$ cat src/rtl/pipeline_hazard_controller_pkg.sv
// Shared types and constants for the pipeline hazard controller.
package pipeline_hazard_controller_pkg;

    localparam int REG_W = 5;
    localparam logic [REG_W-1:0] ZERO_REG = '0;

    typedef enum logic [1:0] {
        RUN      = 2'd0,
        MEM_WAIT = 2'd1,
        HALTED   = 2'd2
    } state_t;

endpackage

$ cat src/rtl/pipeline_hazard_controller_sat_counter.sv
// Up-counter that saturates at all-ones; clear takes priority over inc.
module sat_counter #(
    parameter int W = 8
) (
    input  logic         clk,
    input  logic         reset_n,
    input  logic         inc,
    input  logic         clear,
    output logic [W-1:0] count
);

    // NOTE: sequential state uses non-blocking assignments so every flop samples pre-edge values.
    always_ff @(posedge clk or negedge reset_n) begin
        if (!reset_n) begin
            count <= '0;
        end else if (clear) begin
            count <= '0;
        end else if (inc && (count != '1)) begin
            count <= count + 1'b1;
        end
    end

endmodule

$ cat src/rtl/pipeline_hazard_controller.sv
// Stall/flush sequencer for the 5-stage pipeline: load-use bubbles, memory
// freeze, mispredict squash, halt, plus stall/flush counters and memory timeout.
module pipeline_hazard_controller
    import pipeline_hazard_controller_pkg::*;
#(
    parameter int CNT_W    = 32,
    parameter int WAIT_MAX = 255
) (
    input  logic             clk,
    input  logic             reset_n,
    input  logic [REG_W-1:0] ID_rs1,
    input  logic [REG_W-1:0] ID_rs2,
    input  logic             ID_use_rs1,
    input  logic             ID_use_rs2,
    input  logic [REG_W-1:0] EX_rd,
    input  logic             EX_mem_read,
    input  logic             EX_mispredict,
    input  logic             MEM_mem_req,
    input  logic             MEM_mem_ready,
    input  logic             WB_halt,
    output logic             PC_write,
    output logic             IF_ID_write,
    output logic             ID_EX_write,
    output logic             EX_MEM_write,
    output logic             MEM_WB_write,
    output logic             IF_ID_flush,
    output logic             ID_EX_flush,
    output logic             MEM_WB_flush,
    output logic             is_halted,
    output logic             mem_timeout,
    output logic [CNT_W-1:0] stall_count,
    output logic [CNT_W-1:0] flush_count
);

    localparam int WAIT_W = $clog2(WAIT_MAX + 1);
    // Last count value before the counter reaches WAIT_MAX on the next edge.
    localparam logic [WAIT_W-1:0] WAIT_LAST = WAIT_W'(WAIT_MAX - 1);

    state_t state, next_state;
    logic   load_use, mem_busy, misp_take;
    logic   stall_inc, wait_inc, wait_clear, timeout_set;
    logic [WAIT_W-1:0] wait_cnt;

    assign load_use = EX_mem_read && (EX_rd != ZERO_REG) &&
                      ((ID_use_rs1 && (ID_rs1 == EX_rd)) ||
                       (ID_use_rs2 && (ID_rs2 == EX_rd)));
    assign mem_busy = MEM_mem_req && !MEM_mem_ready;

    // NOTE: every always_comb output gets a default first so no path can infer a latch.
    always_comb begin
        next_state   = state;
        PC_write     = 1'b1;
        IF_ID_write  = 1'b1;
        ID_EX_write  = 1'b1;
        EX_MEM_write = 1'b1;
        MEM_WB_write = 1'b1;
        IF_ID_flush  = 1'b0;
        ID_EX_flush  = 1'b0;
        MEM_WB_flush = 1'b0;
        misp_take    = 1'b0;

        if (state == HALTED || WB_halt) begin
            {PC_write, IF_ID_write, ID_EX_write, EX_MEM_write, MEM_WB_write} = '0;
            next_state = HALTED;
        end else if (mem_busy) begin
            {PC_write, IF_ID_write, ID_EX_write, EX_MEM_write, MEM_WB_write} = '0;
            MEM_WB_flush = 1'b1;
            next_state   = MEM_WAIT;
        end else begin
            next_state = RUN;
            // The squashed ID instruction cannot cause a load-use stall.
            if (EX_mispredict) begin
                IF_ID_flush = 1'b1;
                ID_EX_flush = 1'b1;
                misp_take   = 1'b1;
            end else if (load_use) begin
                PC_write    = 1'b0;
                IF_ID_write = 1'b0;
                ID_EX_flush = 1'b1;
            end
        end
    end

    always_ff @(posedge clk or negedge reset_n) begin
        if (!reset_n) begin
            state <= RUN;
        end else begin
            state <= next_state;
        end
    end

    assign is_halted = (state == HALTED);

    assign wait_inc    = (state == MEM_WAIT);
    assign wait_clear  = (next_state != MEM_WAIT);
    assign timeout_set = (state == MEM_WAIT) && (next_state == MEM_WAIT) &&
                         (wait_cnt >= WAIT_LAST);

    always_ff @(posedge clk or negedge reset_n) begin
        if (!reset_n) begin
            mem_timeout <= 1'b0;
        end else if (timeout_set) begin
            mem_timeout <= 1'b1;
        end
    end

    assign stall_inc = !PC_write && (state != HALTED);

    sat_counter #(.W(WAIT_W)) u_wait_cnt (
        .clk    (clk),
        .reset_n(reset_n),
        .inc    (wait_inc),
        .clear  (wait_clear),
        .count  (wait_cnt)
    );

    sat_counter #(.W(CNT_W)) u_stall_cnt (
        .clk    (clk),
        .reset_n(reset_n),
        .inc    (stall_inc),
        .clear  (1'b0),
        .count  (stall_count)
    );

    sat_counter #(.W(CNT_W)) u_flush_cnt (
        .clk    (clk),
        .reset_n(reset_n),
        .inc    (misp_take),
        .clear  (1'b0),
        .count  (flush_count)
    );

endmodule

$ cat config.mk
export PLATFORM = sky130hd
export DESIGN_NAME = pipeline_hazard_controller
export DESIGN_NICKNAME = d
export VERILOG_FILES = /design/src/rtl/pipeline_hazard_controller_pkg.sv /design/src/rtl/pipeline_hazard_controller_sat_counter.sv /design/src/rtl/pipeline_hazard_controller.sv
export SDC_FILE = /design/constraint.sdc
export NUM_CORES = 1
export LEC_CHECK = 0
export BUFFER_PORTS_ARGS = -buffer_cell sky130_fd_sc_hd__buf_2
export CAP_MARGIN = 25
export CORE_UTILIZATION = 40
export CTS_BUF_LIST = sky130_fd_sc_hd__clkbuf_4 sky130_fd_sc_hd__clkbuf_8 sky130_fd_sc_hd__clkbuf_16
export CTS_CLUSTER_SIZE = 30
export DETAILED_ROUTE_END_ITERATION = 7
export PLACE_DENSITY = 0.62
export SLEW_MARGIN = 15
export SYNTH_ARGS = -nofsm -noshare
export SYNTH_HDL_FRONTEND = slang
export SYNTH_HIERARCHICAL = 1
export SYNTH_SLANG_ARGS = --single-unit
$ cat constraint.sdc
create_clock -name clk -period 2.7 [get_ports clk]
set_input_delay 0.135 -clock clk [delete_from_list [all_inputs] [get_ports clk]]
set_output_delay 0.135 -clock clk [all_outputs]
set_load 0.01 [all_outputs]
==> flow_summary.toml <==
[global_route]
antenna_found_initial = 0
grt_max_degree = 76
grt_overflow = 0
grt_first_pass_wirelength_um = 17800
first_global_vias = 3802
grtUsageTotal = 0.193

[die]
io_pins = 98
die_area_mm2 = 0.0117
die_w_um = 108
placementRows = 38
coreArea_mm2 = 0.0109
start_util = 0.414
die_h_um = 108

[power_and_ir_drop]
sequentialPowerShare = 0.483
leakagePower_nw = 2.50
p_comb_frac = 0.040
p_sw_frac = 0.221
p_total_mw = 2.33
clkPwrFrac = 0.478
intPower_mw = 1.81
vdd_ir_drop_max_mv = 0.233
pwr_density_cell_mw_per_mm2 = 425
p_switching_uw = 516

[placed_design]
place.gp.congestion = 0.838
pre_cts_slack_ns = 0.0566
port_buffers = 97
dp_hpwl_um = 7720

[worst_setup_path]
endpoint_kind = "register"
crit_type = "register to register"
worstPathMaxFanout = 14
r2r_slack_ns = 0.17
r2r-start = "state[1]$_DFF_PN0_"
arrival_ns = 2.75
r2r_end = "u_stall_cnt/count[29]$_DFFE_PN0P_"
ff2ff_path_depth = 8
critPathRequiredTime_ns = 2.92
crit_path_start_kind = "register"

[worst_hold_path]
min_path_cells = 2
min_path_type = "primary input to register"
min_to = "state[1]$_DFF_PN0_"
min_from = "WB_halt"

[sta]
slew_violations = 0
fin_ws_ns = 0.168
finalSetupViolCount = 0
timing.fmax_mhz = 395
fin_crit_sh = 0.938
max_slew.worst_pin.slew_ns = 0.699
hold_violations = 0
skew_ns = 0.00402
fin_crit_ns = 2.53
slew_headroom = 0.530
whs_ns = 0.0816
rsz0062_at_grt = "true"

[route]
top_layer = "met4"
drtIter0Drc = 184
viasPerCell = 5.46
drc = 0
wl_per_cell_um = 14.8
dr.pass1.iters = 5
wl_met2_um = 5290
ant_nets = 0
wl_met3_um = 332
num_vias = 4016
m1WireLength_um = 5140
drt_wl_total_um = 10900

[logic_synthesis]
yosysSeqAreaShare = 0.415
synth_top_area_frac = 0.415
syn_inst = 485
ys_warn_count = 6
netlist_area_mm2 = 0.00452
synth_common_cells = "dfrtp_1 (75), nor2_1 (54), nand3_1 (26), a21oi_1 (25), nand2_1 (25)"
synthArstFlopShare = 1.00
ys_seq_elements = 75
synth_area_leaders = "dfrtp_1 (41%), nor2_1 (4.5%), xnor2_1 (4.3%), mux2_2 (3.0%), nand3_1 (2.9%)"
synth_area_per_cell_um2 = 9.33
synth_cell_types = 56
yosysTopAreaCell = "dfrtp_1"
synth-main-ff-cell = "dfrtp_1"
yosysMostFrequentCell = "dfrtp_1"
synth_edf_count = 0

[layout]
layout.nets = 617
final_util = 0.501
fill_cells = 1090
area_growth_pct = 21.2
n_antenna_cell = 0
drive_gt1_frac = 0.276

[clock_tree]
tritoncts = "done"
cts.root.buffer_cell = "clkbuf_16"
h-tree-depth = 3
cts_buffers = 9
cts_buffer_depth = 2
cts.reportedPaths.clkPinSlew_ns = 0.06
postCtsSetupBuffers = 0
clkSinkCount = 75
insertion_delay_ns = 0.34

[run_status]
status = "completed"

[job]
maxCapViolCount = 0
[flip-flops by register name, summed over array words and instances, names as in the netlist]
register,cells
u_wait_cnt/count,8
mem_timeout,1
u_flush_cnt/count,32
state,2
u_stall_cnt/count,32
[cells in the final DEF, fill, tap and decap left out, types with 11 or more instances in the layout]
cell | synthesis | final
inv_1 | 19 | 19
nand3_1 | 26 | 26
xor2_1 | 14 | 14
buf_2 | 5 | 96
mux2_2 | 12 | 12
nand2_1 | 25 | 25
a21oi_1 | 25 | 25
xnor2_1 | 22 | 22
nor3_1 | 12 | 12
dfrtp_1 | 75 | 75
nand4_1 | 13 | 13
or3_1 | 12 | 12
and3_1 | 16 | 16
nor2b_1 | 18 | 18
nor2_1 | 54 | 54
a211oi_1 | 11 | 11
[area by class of cell]
type | instances | area (µm²) | share of cell area
clock buffer | 13 | 255 | 0.0465
clock inverter | 3 | 15.0 | 0.00274
inverter | 19 | 71.3 | 0.0130
multi-input combinational | 379 | 2520 | 0.460
sequential | 75 | 1880 | 0.342
tap | 140 | 175 | 0.0319
timing repair buffer | 106 | 571 | 0.104
[logic make-up (layout without fill, tap and decap cells)]
family / Yosys count / after routing / share of synthesized area
multiplexers: 17 / 17 / 0.0431
AND/OR/NAND/NOR: 236 / 236 / 0.304
XOR/XNOR: 36 / 36 / 0.0697
buffers and inverters: 38 / 141 / 0.0371
AO/OA/AOI/OAI: 79 / 79 / 0.122
flip-flops: 75 / 75 / 0.415
other: 1 / 8 / 0.000829
adder cells (fa/ha/maj): 3 / 3 / 0.00830
[worst max-delay path, cell delays in order, from the launching register on]
cell	delay (ns)
dfrtp_1	0.37
nor2b_1	0.18
or3_1	0.35
o22ai_1	0.23
and3_1	0.22
nand4_1	0.11
a21o_2	0.31
nor4_1	0.28
mux2_2	0.37
[layer usage]
metal	up-vias	global-route usage
li1	1964	-
met1	1987	0.245
met2	59	0.324
met3	6	0.0362
met4	0	0.0801
met5	-	0
[metrics by stage]
step | cells | TNS, ns | instance area (µm²)
3_3_place_gp | 717 | 0 | 5170
3_5_place_dp | 717 | 0 | 5170
5_1_grt | 735 | -0.0158 | 5480
2_1_floorplan | 492 | 0 | 4550
6_report | 735 | 0 | 5480
4_1_cts | 734 | 0 | 5450
[power by group through the flow]
stage	clock (mW)	sequential [mW]	combinational, mW
after global placement	0	1.14	0.0804
after global routing	1.20	1.12	0.105
after detailed placement	0	1.14	0.0826
after CTS	1.15	1.12	0.0842
after floorplan	0	1.14	0.0379
final	1.11	1.12	0.0927
[how the worst max path moves through the flow]
stage                  startpoint  cells after the start                                end
2_1_floorplan  state[1]$_DFF_PN0_                     10  u_flush_cnt/count[31]$_DFFE_PN0P_
3_3_place_gp             EX_rd[2]                     10  u_stall_cnt/count[31]$_DFFE_PN0P_
3_5_place_dp             EX_rd[2]                     10  u_stall_cnt/count[31]$_DFFE_PN0P_
4_1_cts        state[1]$_DFF_PN0_                     10  u_flush_cnt/count[19]$_DFFE_PN0P_
5_1_grt        state[1]$_DFF_PN0_                      8  u_stall_cnt/count[29]$_DFFE_PN0P_
6_report       state[1]$_DFF_PN0_                      8  u_stall_cnt/count[29]$_DFFE_PN0P_
[timing repair]
item | 4_1_cts | 5_1_grt
gates resized for setup | 0 | 3
endpoints found under the hold margin | 1 | 0
hold buffers | 1 | 0
setup endpoints to repair | 0 | 8
(Power assumes the default switching activity.)
